### config.mk
export PLATFORM = sky130hd
export DESIGN_NAME = simon_input_conditioner
export DESIGN_NICKNAME = d
export VERILOG_FILES = /design/src/rtl/simon_pkg.sv /design/src/rtl/simon_sync2.sv /design/src/rtl/simon_input_conditioner.sv
export SDC_FILE = /design/constraint.sdc
export NUM_CORES = 1
export LEC_CHECK = 0
export CAP_MARGIN = 20
export CORE_MARGIN = 4
export CORE_UTILIZATION = 56
export DETAILED_ROUTE_END_ITERATION = 6
export PLACE_DENSITY = 0.78
export SLEW_MARGIN = 0
export SYNTH_ARGS = -nofsm -noshare
export SYNTH_HDL_FRONTEND = slang
export SYNTH_SLANG_ARGS = --single-unit
### constraint.sdc
create_clock -name sysclk -period 2.3 [get_ports sysclk]
set_input_delay 0.46 -clock sysclk [delete_from_list [all_inputs] [get_ports sysclk]]
set_output_delay 0.46 -clock sysclk [all_outputs]
set_load 0.05 [all_outputs]
### src/rtl/simon_pkg.sv
// Shared definitions for the Simon game: button FSM states and board-level constants.
package simon_pkg;

    localparam int unsigned SIMON_DEBOUNCE_DEFAULT = 500000;
    localparam int unsigned SIMON_PATTERN_W        = 4;

    typedef enum logic [1:0] {
        IDLE      = 2'd0,
        ARMING    = 2'd1,
        PRESSED   = 2'd2,
        DISARMING = 2'd3
    } btn_state_t;

    // Button counts as held once a press is accepted and until its release is accepted.
    function automatic logic btn_held(input btn_state_t s);
        return (s == PRESSED) || (s == DISARMING);
    endfunction

endpackage

### src/rtl/simon_sync2.sv
// Parameterized-width two-flop synchronizer; nothing sits between the two flop stages.
module simon_sync2 #(
    parameter int unsigned W = 1
) (
    input  logic         sysclk,
    input  logic         rst,
    input  logic [W-1:0] d,
    output logic [W-1:0] q
);

    logic [W-1:0] meta;

    always_ff @(posedge sysclk or posedge rst) begin
        if (rst) begin
            meta <= '0;
            q    <= '0;
        end else begin
            meta <= d;
            q    <= meta;
        end
    end

endmodule

### src/rtl/simon_input_conditioner.sv
// Synchronizes the raw board inputs, debounces the push button and snapshots the
// pattern switches on each accepted press for the game core.
module simon_input_conditioner
    import simon_pkg::*;
#(
    parameter int unsigned DEBOUNCE_CYCLES = SIMON_DEBOUNCE_DEFAULT
) (
    input  logic                       sysclk,
    input  logic                       rst,
    input  logic                       noisy_btn,
    input  logic [SIMON_PATTERN_W-1:0] pattern_sw,
    input  logic                       level_sw,
    output logic                       clean_btn,
    output logic                       press_pulse,
    output logic                       release_pulse,
    output logic [SIMON_PATTERN_W-1:0] pattern_q,
    output logic                       level_q
);

    localparam int unsigned CNT_W  = (DEBOUNCE_CYCLES > 1) ? $clog2(DEBOUNCE_CYCLES) : 1;
    localparam int unsigned SYNC_W = SIMON_PATTERN_W + 2;
    localparam logic [CNT_W-1:0] CNT_LAST = CNT_W'(DEBOUNCE_CYCLES - 1);

    logic [SYNC_W-1:0]          sync_d;
    logic [SYNC_W-1:0]          sync_q;
    logic                       btn_s;
    logic                       lvl_s;
    logic [SIMON_PATTERN_W-1:0] pat_s;

    btn_state_t                 state;
    btn_state_t                 state_nxt;
    logic [CNT_W-1:0]           cnt;
    logic [CNT_W-1:0]           cnt_nxt;
    logic                       clean_nxt;
    logic                       press_nxt;
    logic                       release_nxt;
    logic [SIMON_PATTERN_W-1:0] pattern_nxt;
    logic                       level_nxt;

    // All asynchronous board inputs share one synchronizer bank.
    assign sync_d = {noisy_btn, level_sw, pattern_sw};

    simon_sync2 #(
        .W (SYNC_W)
    ) u_sync (
        .sysclk (sysclk),
        .rst    (rst),
        .d      (sync_d),
        .q      (sync_q)
    );

    assign btn_s = sync_q[SYNC_W-1];
    assign lvl_s = sync_q[SIMON_PATTERN_W];
    assign pat_s = sync_q[SIMON_PATTERN_W-1:0];

    // State, counter and registered outputs.
    always_ff @(posedge sysclk or posedge rst) begin
        if (rst) begin
            state         <= IDLE;
            cnt           <= '0;
            clean_btn     <= 1'b0;
            press_pulse   <= 1'b0;
            release_pulse <= 1'b0;
            pattern_q     <= '0;
            level_q       <= 1'b0;
        end else begin
            state         <= state_nxt;
            cnt           <= cnt_nxt;
            clean_btn     <= clean_nxt;
            press_pulse   <= press_nxt;
            release_pulse <= release_nxt;
            pattern_q     <= pattern_nxt;
            level_q       <= level_nxt;
        end
    end

    // Debounce FSM: an edge is accepted only after DEBOUNCE_CYCLES stable samples.
    always_comb begin
        state_nxt   = state;
        cnt_nxt     = cnt;
        press_nxt   = 1'b0;
        release_nxt = 1'b0;
        pattern_nxt = pattern_q;
        level_nxt   = level_q;

        case (state)
            IDLE: begin
                if (btn_s) begin
                    state_nxt = ARMING;
                    cnt_nxt   = '0;
                end else begin
                    level_nxt = lvl_s;
                end
            end
            ARMING: begin
                if (!btn_s) begin
                    state_nxt = IDLE;
                    cnt_nxt   = '0;
                end else if (cnt == CNT_LAST) begin
                    state_nxt   = PRESSED;
                    cnt_nxt     = '0;
                    press_nxt   = 1'b1;
                    pattern_nxt = pat_s;
                end else begin
                    cnt_nxt = cnt + CNT_W'(1);
                end
            end
            PRESSED: begin
                if (!btn_s) begin
                    state_nxt = DISARMING;
                    cnt_nxt   = '0;
                end
            end
            DISARMING: begin
                if (btn_s) begin
                    state_nxt = PRESSED;
                    cnt_nxt   = '0;
                end else if (cnt == CNT_LAST) begin
                    state_nxt   = IDLE;
                    cnt_nxt     = '0;
                    release_nxt = 1'b1;
                end else begin
                    cnt_nxt = cnt + CNT_W'(1);
                end
            end
            default: begin
                state_nxt = IDLE;
                cnt_nxt   = '0;
            end
        endcase

        clean_nxt = btn_held(state_nxt);
    end

endmodule
; ---- Word level (Yosys, flattened, before mapping)
; Cells that the tools add are included.
[op_classes]
mux = 18
bitwise_logic = 1
add_sub_neg = 1
reduce_logical = 5
eq_ne = 8
[ops]
columns = cell, n
row1 = $mux W19, 5
row2 = $pmux W19 S4, 1
row3 = $add A19 B1 Y19 const B, 1
row4 = $eq A19 B19 Y1 const B, 1
row5 = $mux W2, 6
row6 = $eq A2 B2 Y1 const B, 4
row7 = $pmux W2 S4, 1
row8 = $mux W1, 5
row9 = $reduce_and A2 Y1, 2
row10 = $reduce_and A3 Y1, 1
row11 = $eq A2 B1 Y1 const B, 1
row12 = $logic_not A2 Y1, 1
row13 = $ne A2 B1 Y1 const B, 1
row14 = $ne A2 B2 Y1 const B, 1
row15 = $logic_or A1 B1 Y1, 1
row16 = $not A1 Y1, 1
[word_totals]
register_bits = 41
out_inout_bits = 8

; ---- Longest topological paths before layout
; Gate-level depths: netlist (run 1).
[logic_depth]
word_depth = 6
mapped_depth = 7
depth_no_buf = 6

; ---- By module
; A second synthesis (run 1) with hierarchy kept.
[hier_totals]
cells_unflattened = 154
area_unflattened_um2 = 1780.5
[by_module_without_submodules]
columns = module, cells_per_inst, n_inst, area_each_um2
row1 = simon_input_conditioner, 141, 1, 1476.4
row2 = simon_sync2, 13, 1, 304.0

; ---- Worst setup path after synthesis (run 1)
; Ideal clock, no wire load.
[synth_timing]
path_kind = reg2reg
start = reg cnt[14]
end = reg cnt[0]
n_path_buf = 1
t_arrival_ps = 1636
setup_ps = 125
synth_period_minus_slack_ps = 1761
path_slack_ps = 539
path_stages_with_launch = 6
path_cell_list = dfrtp_1 or4b_4 nor3_4 a21oi_2 buf_6 mux2_2
[synth_via]
elab_chain_cells = 4
elab_cells_between_ends = 5
classes_between = eq/ne: 1 / mux: 4
[synth_rtl]
columns = element, line
row1 = "start, declared", simon_input_conditioner.sv:32  ; logic [CNT_W-1:0] cnt;
row2 = "start signal, assigned", simon_input_conditioner.sv:68  ; cnt <= cnt_nxt;
row3 = $eq A19 B19 Y1 (*), "simon_input_conditioner.sv:99, simon_input_conditioner.sv:118"
row4 = $mux W19 (*), "simon_input_conditioner.sv:99, simon_input_conditioner.sv:118"
row5 = $mux W19 (on tied branches), "simon_input_conditioner.sv:115, simon_input_conditioner.sv:96"
row6 = $pmux W19 S4 (*), simon_input_conditioner.sv:86  ; case (state)
; Mark *: on every way between the ends. The rest lies on a longest branch, timed or not.
; A chain may end at the register's enable or synchronous reset.

; ---- Final worst setup path (run 1)
[layout_timing]
start = reg pattern_q[3]
end = out pattern_q[3]
[layout_lines]
columns = element, line
row1 = "start, declared", simon_input_conditioner.sv:16  ; output logic [SIMON_PATTERN_W-1:0] pattern_q,
row2 = "start signal, assigned", simon_input_conditioner.sv:72  ; pattern_q <= pattern_nxt;
; No word-level cell between the ends.

==> reports/summary.md, run 1 <==
Walking the worst path, the cells encountered are clkdlybuf4s50_1. The maximum level of the CTS H-tree was 2; the leftover overflow at the end of global routing was 0. Combinational share of power: 0.060. Of all nets on the critical path, the largest fanout is 2. Net switching power: 276.6 uW. For this design, the CTS-stage hold fixing added 0 buffers.

Wires add up to 3.381 mm. The number of sinks driven by the clock tree is 41, and the flop and latch count out of synthesis is 41. Cell internal power was estimated by the tool at 1.029 mW. Buffers placed on the I/O ports in this run total 15. The congestion estimate from routability-driven global placement came to 0.8559. Power spread over the standard cell area amounts to 629.2 nW/um2. The total power is 1.305 mW. The maximum clock skew at final layout came out at 0.007287 ns.

Across the run, the number of max-cap violations was 0. The post-synthesis net count was 169; the final antenna-violating net count was 0. The combined area of the multi-input logic cells is 732.0 um2, and the HPWL after detailed placement is 2.361 mm. For the core area, the log shows 3053 um2.

The later pin in the worst-skew pair is clocked with a latency of 0.34 ns. The tightest hold path in the finished design has a slack of 0.3639 ns. The post-layout worst setup margin is 0.3194 ns, and the share of layout cells above drive strength 1 is 0.1602. The share of flip-flops with an asynchronous set or reset after synthesis was 1.000.

By area the synthesized netlist is led by sky130_fd_sc_hd__dfrtp_1, sky130_fd_sc_hd__nand3_1, sky130_fd_sc_hd__mux2_2. Before CTS, the worst setup slack after placement is 0.4135 ns. The end-of-flow core utilization came out at 0.6795.

Overall fraction of global-route tracks in use: 0.1903. Setup repair after global routing left no endpoint under its margin. The critical path data required time is 1.84 ns.

The height of the die is 64.51 um. The share of synthesized area occupied by flip-flops and latches is 0.5738, and the number of fill cells in the layout is 231. The category of the critical setup timing path is reg2out.

The count of final hold-check violations is 0. The logs give 0 ns for the aggregate negative setup slack and 0 for the antenna diode count. Once placement completed, the tool counted placed cells totaling 217. The portion of synthesized cell area occupied by the leading cell type works out to 0.5738. From synthesis to final layout, the design area changed by 16.03%. For this run, design rule violations remaining after detail routing come to 0.

The largest total area in the synthesized netlist belongs to sky130_fd_sc_hd__dfrtp_1. TritonCTS built the clock tree. The placement row count came out at 20.

The non-filler instance count after layout is 225. The tools report the total standard cell area after synthesis as 1788 um2. The final critical-path share of the clock period is 0.8611.

In the synthesized netlist, the number of instances is 160. The slowest stage of the critical path is the sky130_fd_sc_hd__clkdlybuf4s50_1 cell. The part of the total power dissipated in the clock network was 0.366; the minimum clock period was 1.981 ns. The die covers 4161 um2. The number of antenna violations at the first check in global routing is 0. The netlist uses 35 different library cells.

After routing the design area is 2074 um2. At the pin with the least slew margin, the transition time is 0.5742 ns. The remaining max-slew budget at the tightest pin came out at 0.6172. STA classifies the critical path startpoint as a register.

The chip width is 64.51 um, and the maximum number of pins on one net before global-route repair is 42. Kind of cell with the highest combined delay on the critical path: buffers and inverters. On the worst path, the slowest cell contributes a delay of 0.81 ns.

For the number of global-route vias before repair, the log shows 1296. For this run, the detailed router's first-pass iteration total came to 4. Gates resized during post-CTS repair numbered 0. The worst setup path is captured at an output pin. The net switching fraction of the power was 0.2119; the average footprint of a synthesized cell was 11.17 um2. Once the clock tree was built, the setup fixing pass inserted 0 buffers.

The max-slew violation count is 0, and the average wire per standard cell is 15.03 um. IR analysis of the VDD net gives a maximum drop of 0.4010 mV. The number of buffer and inverter instances along the worst setup path was 1; the highest clock rate was 504.9 MHz.

The run gives 0.573 as the portion of total power attributed to sequential cells. The worst hold path belongs to the class reg2reg. The sequential cell area was 1026 um2; the number of warning messages in the yosys log was 0. The logs give 5 for the total clock buffers created by CTS and 189 for the number of nets in the layout. For the cell area after placement, the log shows 1989 um2.

The run finished with clean final reports. The root buffer cell chosen for the clock tree is sky130_fd_sc_hd__clkbuf_4. Yosys mapped a number of flops with a built-in enable equal to 0. 16 I/O pins were placed. Using the TritonRoute via totals, the vias-per-cell ratio works out to 5.671. The clock input transition at the sequential cells of the worst setup and hold paths was 0.11 ns; the starting density of the core was 0.5857. Setup violations remaining at the end of the flow were counted as 0. The number of DRC markers in iteration 0 is 60, and the number of vias after detailed routing is 1276. The first global-routing pass estimated 6.106 mm of wire. The data arrival time of the worst path is 1.52 ns. In the synthesized netlist the dominant register cell turns out to be sky130_fd_sc_hd__dfrtp_1.

In this run the static leakage power is 0.9629 nW. The tools report the number of buffers on the longest clock path as 2.
worst paths after layout:
check / end / from / slack (ns) / depth (start not counted)
max: pattern_q[3] / pattern_q[3] / 0.32 / 1
min: u_sync.q[4] / u_sync.meta[4] / 0.36 / 0
max reg2reg: cnt[5] / cnt[14] / 0.37 / 5
min reg2reg: u_sync.q[4] / u_sync.meta[4] / 0.36 / 0
max in group asynchronous: cnt[7] / rst / 1.44 / 3
min in group asynchronous: u_sync.meta[2] / rst / 0.52 / 3
cell usage after synthesis (2+ instances only):
master                     number
sky130_fd_sc_hd__clkbuf_1       3
sky130_fd_sc_hd__nand4_1        4
sky130_fd_sc_hd__nand2_1       14
sky130_fd_sc_hd__a21o_1         4
sky130_fd_sc_hd__and2_1         3
sky130_fd_sc_hd__mux2_2         8
sky130_fd_sc_hd__nor2_1        10
sky130_fd_sc_hd__o21ai_0        4
sky130_fd_sc_hd__dfrtp_1       41
sky130_fd_sc_hd__and3_1         3
sky130_fd_sc_hd__a22o_1         3
sky130_fd_sc_hd__xor2_1         6
sky130_fd_sc_hd__nand3_1       26
sky130_fd_sc_hd__nor3_1         3
sky130_fd_sc_hd__or3_1          6
sky130_fd_sc_hd__nor3b_1        2
sky130_fd_sc_hd__and3_2         2
state kept, by name (all words and copies together), names as in the netlist, 2 cells and up:
signal and cells:
pattern_q 4, cnt 19, state 2, u_sync.meta 6
u_sync.q 6
logic make-up after synthesis:
kind of cell,Yosys count,share of synthesized area
muxes,8,0.05039
and+or+nand+nor,84,0.2659
AOI/OAI and AO/OA,13,0.05179
adders and majority gates,1,0.006997
xor gates and xnor gates,7,0.03429
DFF,41,0.5738
buffers and inverters,6,0.01679
layer usage:
layer  vias to the layer above  share of wire  track usage
met5                         -              0            0
met2                        32           0.49       0.2899
li1                        616              -            -
met1                       619           0.45       0.2587
met4                         0          0.021      0.09235
met3                         9          0.044      0.04159
layout make-up:
| cell class | instances | area share |
|---|---|---|
| inverters | 1 | 0.001809 |
| clock inverters | 1 | 0.01448 |
| multi-input cells | 113 | 0.3528 |
| flip-flops and latches | 41 | 0.4946 |
| clock buffers | 7 | 0.02654 |
| repair buffers | 18 | 0.08323 |
| well taps | 44 | 0.02654 |
power by group through the flow:
| stage | clock, mW | sequential [mW] | combinational, mW |
|---|---|---|---|
| global placement | 0 | 0.762 | 0.0765 |
| global route | 0.526 | 0.752 | 0.0877 |
| detailed placement | 0 | 0.763 | 0.0805 |
| CTS | 0.486 | 0.749 | 0.0809 |
| finish | 0.478 | 0.748 | 0.0789 |
| floorplan | 0 | 0.769 | 0.0408 |
cells in the final DEF (no fill, tap or decap), types with 2 or more instances in the layout:
cell / Yosys / routed
sky130_fd_sc_hd__a21o_1: 4 / 4
sky130_fd_sc_hd__a22o_1: 3 / 3
sky130_fd_sc_hd__and2_1: 3 / 3
sky130_fd_sc_hd__o21ai_0: 4 / 4
sky130_fd_sc_hd__and3_1: 3 / 3
sky130_fd_sc_hd__or3_1: 6 / 6
sky130_fd_sc_hd__nor2_1: 10 / 10
sky130_fd_sc_hd__clkbuf_4: 0 / 5
sky130_fd_sc_hd__nor3_1: 3 / 3
sky130_fd_sc_hd__nand3_1: 26 / 26
sky130_fd_sc_hd__nand2_1: 14 / 14
sky130_fd_sc_hd__mux2_2: 8 / 8
sky130_fd_sc_hd__buf_4: 0 / 3
sky130_fd_sc_hd__nor3b_1: 2 / 2
sky130_fd_sc_hd__xor2_1: 6 / 6
sky130_fd_sc_hd__clkdlybuf4s50_1: 0 / 15
sky130_fd_sc_hd__dfrtp_1: 41 / 41
sky130_fd_sc_hd__and3_2: 2 / 2
sky130_fd_sc_hd__nand4_1: 4 / 4
No activity file was read; power rests on OpenSTA's default activity.
==> run 2, diff against run 1 <==
--- a/config.mk
+++ b/config.mk
@@ -10,6 +10,7 @@
 export CORE_UTILIZATION = 56
 export DETAILED_ROUTE_END_ITERATION = 6
 export PLACE_DENSITY = 0.78
+export REMOVE_ABC_BUFFERS = 1
 export SLEW_MARGIN = 0
 export SYNTH_ARGS = -nofsm -noshare
 export SYNTH_HDL_FRONTEND = slang
==> reports/summary.md, run 2 (synthesis gave the netlist of run 1 again) <==
The tools report the end of the worst register-to-register path as cnt[5] (unchanged). The power per cell area is 619.4 nW/um2 (was 629.2 nW/um2). For the remaining max-slew budget at the tightest pin, the log shows 0.6426 (was 0.6172).

The logs give 41 (unchanged) for the number of sinks driven by the clock tree and 0 (unchanged) for the total of cells resized after clock tree synthesis. The final antenna-violating net count was 0 (unchanged). TritonCTS built the clock tree. The share of layout cells above drive strength 1 is 0.1611 (was 0.1602). The maximum resistive drop on vdd was 0.4606 mV (was 0.4010 mV). The post-synthesis to final-layout area growth is 15.33% (was 16.03%), and the post-layout instance area is 2062 um2 (was 2074 um2).

The most common cell after layout, fill and taps aside was sky130_fd_sc_hd__dfrtp_1 (unchanged). The class of the tightest hold or removal check was reg2reg (unchanged). The height of the die came out at 64.51 um (unchanged). The critical path data required time is 1.84 ns (about the same). The kind of cell with the highest combined delay on the critical path was buffers and inverters (unchanged). The maximum clock skew at final layout was 0.01032 ns (was 0.007287 ns); the final critical-path share of the clock period was 0.8843 (was 0.8611). The tools report the first-pass iteration count of the detailed router as 4 (unchanged). The startpoint kind of the worst setup timing path was a register (unchanged). The antenna diode count was 0 (unchanged); the average wire per standard cell was 15.02 um (was 15.03 um). The aggregate negative setup slack was 0 ns (unchanged).

The run gives 1989 um2 (unchanged) as the cell area after placement. The tools report the worst reg-to-reg setup slack as 0.41 ns (was 0.37 ns). The number of buffer and inverter instances along the worst setup path was 1 (unchanged); the chip width was 64.51 um (unchanged). The cell with the biggest individual delay on the critical path was sky130_fd_sc_hd__clkdlybuf4s50_1 (unchanged). The highest clock rate was 491.7 MHz (was 504.9 MHz). The category of the critical setup timing path was reg2out (unchanged).

For the clock latency on the worst-skew pair, the log shows 0.35 ns (was 0.34 ns). Setup repair after global routing left no endpoint under its margin. The largest register by flop count is cnt (unchanged).

Number of antenna violations at the first check in global routing: 0 (unchanged). The worst setup path endpoint was level_q (was pattern_q[3]). For the max-capacitance violation count, the log shows 0 (unchanged). Series of cell instances along the critical path: clkdlybuf4s50_1 (unchanged).

The launching element of the worst setup path is level_q (was pattern_q[3]). For the area of the die, the log shows 4161 um2 (unchanged). The number of fill cells in the layout was 231 (unchanged); the number of port buffers was 15 (unchanged).

The clock input transition at the sequential cells of the worst setup and hold paths is 0.12 ns (was 0.11 ns), and the number of nets in the layout is 189 (unchanged). Stage delay of the slowest cell on the critical path: 0.83 ns (was 0.81 ns). The minimum clock period came out at 2.034 ns (was 1.981 ns). For the starting density of the core, the log shows 0.5857 (unchanged). The tools report the CTS root buffer as sky130_fd_sc_hd__clkbuf_4 (unchanged). The number of setup violations in the final report came out at 0 (unchanged). The depth of the critical timing path with buffers and inverters included came out at 1 (unchanged). The number of cell instances on the worst register-to-register path came out at 5 (unchanged). For the count of boundary I/O pins, the log shows 16 (unchanged). The number of remaining DRC errors is 0 (unchanged). Leading cell types in the layout, fill and taps excluded: sky130_fd_sc_hd__dfrtp_1, sky130_fd_sc_hd__nand3_1, sky130_fd_sc_hd__clkdlybuf4s50_1 (unchanged).

The transition time at the pin with the least slew margin was 0.5360 ns (was 0.5742 ns); the number of flip-flops in the largest register was 19 (unchanged). The tools report the overall routed net length as 3.365 mm (was 3.381 mm). The number of buffers on the longest clock path came out at 2 (unchanged).

The combined area of the multi-input logic cells came out at 732.0 um2 (unchanged). The number of global-route vias before repair was 1280 (was 1296); the number of buffers inserted for hold repair after clock tree synthesis was 0 (unchanged). The tools report the sequential cell area as 1026 um2 (unchanged). Core area: 3053 um2 (unchanged).

The leftover overflow at the end of global routing was 0 (unchanged). Regs by FF count: cnt: 19 flops, u_sync.meta: 6 flops, u_sync.q: 6 flops (unchanged). The run finished with clean final reports. The tools report the kind of end point of the critical path as an output pin (unchanged). The maximum number of pins on one net before global-route repair was 42 (unchanged).

The max-slew violation count came out at 0 (unchanged). The run gives 0.8180 (was 0.8559) as the routability-driven placement congestion ratio. The number of vias after detailed routing was 1279 (was 1276); the total clock buffers created by CTS was 5 (unchanged). The reg-to-reg critical path startpoint is cnt[11] (was cnt[14]).

The number of setup buffers added after CTS came out at 0 (unchanged). The detail-routed via count per cell was 5.710 (was 5.671). The maximum fanout count along the critical path works out to 2 (unchanged).

For the HPWL after detailed placement, the log shows 2.356 mm (was 2.361 mm). The maximum level of the CTS H-tree came out at 2 (unchanged). The leakage power of the design is 0.9584 nW (was 0.9629 nW), and the placement row count is 20 (unchanged). The number of DRC markers in iteration 0 came out at 114 (was 60). The data arrival time of the worst path was 1.57 ns (was 1.52 ns).

The wire length of the first global-routing pass was 5.871 mm (was 6.106 mm); the overall fraction of global-route tracks in use was 0.1840 (was 0.1903). For the count of final hold-check violations, the log shows 0 (unchanged).
## run 2: cell types whose count changed in the layout (fill, tap and decap cells not counted), sizes merged
cell	change
clkinv	+1
clkbuf	-2
## run 2: worst min-delay path by stage
stage / depth (start not counted) / from / slack (ns) / endpoint
6_report: 0 / u_sync.meta[3] / 0.36 / u_sync.q[3]
5_1_grt: 0 / u_sync.meta[4] / 0.37 / u_sync.q[4]
4_1_cts: 0 / u_sync.meta[4] / 0.36 / u_sync.q[4]
3_5_place_dp: 0 / u_sync.meta[4] / 0.34 / u_sync.q[4]
3_3_place_gp: 0 / u_sync.meta[5] / 0.33 / u_sync.q[5]
2_1_floorplan: 0 / u_sync.meta[0] / 0.33 / u_sync.q[0]
## run 2: metal layers
layer,global-route usage,vias to the layer above,wire length [um]
li1,-,607,-
met1,0.2414,626,1502
met2,0.2822,38,1637
met3,0.06066,8,163
met4,0.07388,0,62
met5,0,-,0
## run 2: per-stage QoR
step / utilization / setup WS, ns / std cells / total power, mW / hold slack, ns
after floorplan: - / 0.5306 / 155 / 0.8065 / 0.3312
after global placement: 0.6516 / 0.4589 / 217 / 0.8388 / 0.3321
after detailed placement: 0.6516 / 0.4189 / 217 / 0.8437 / 0.3363
after CTS: 0.6754 / 0.2563 / 224 / 1.289 / 0.3616
after global routing: 0.6754 / 0.2234 / 224 / 1.332 / 0.3681
final: 0.6754 / 0.2661 / 224 / 1.277 / 0.3605
## run 2: layout make-up
| cell class | count | share of cell area |
|---|---|---|
| sequential | 41 | 0.4976 |
| clock inverter | 2 | 0.01699 |
| clock buffer | 5 | 0.01820 |
| multi-input combinational | 113 | 0.3550 |
| inverter | 1 | 0.001820 |
| timing repair buffer | 18 | 0.08374 |
| tap | 44 | 0.02670 |
## run 2: power by group
group / internal (mW) / leakage, nW / switching [mW]
Sequential: 0.737 / 0.539 / 0.0124
Combinational: 0.0312 / 0.378 / 0.0472
Clock: 0.221 / 0.0410 / 0.228
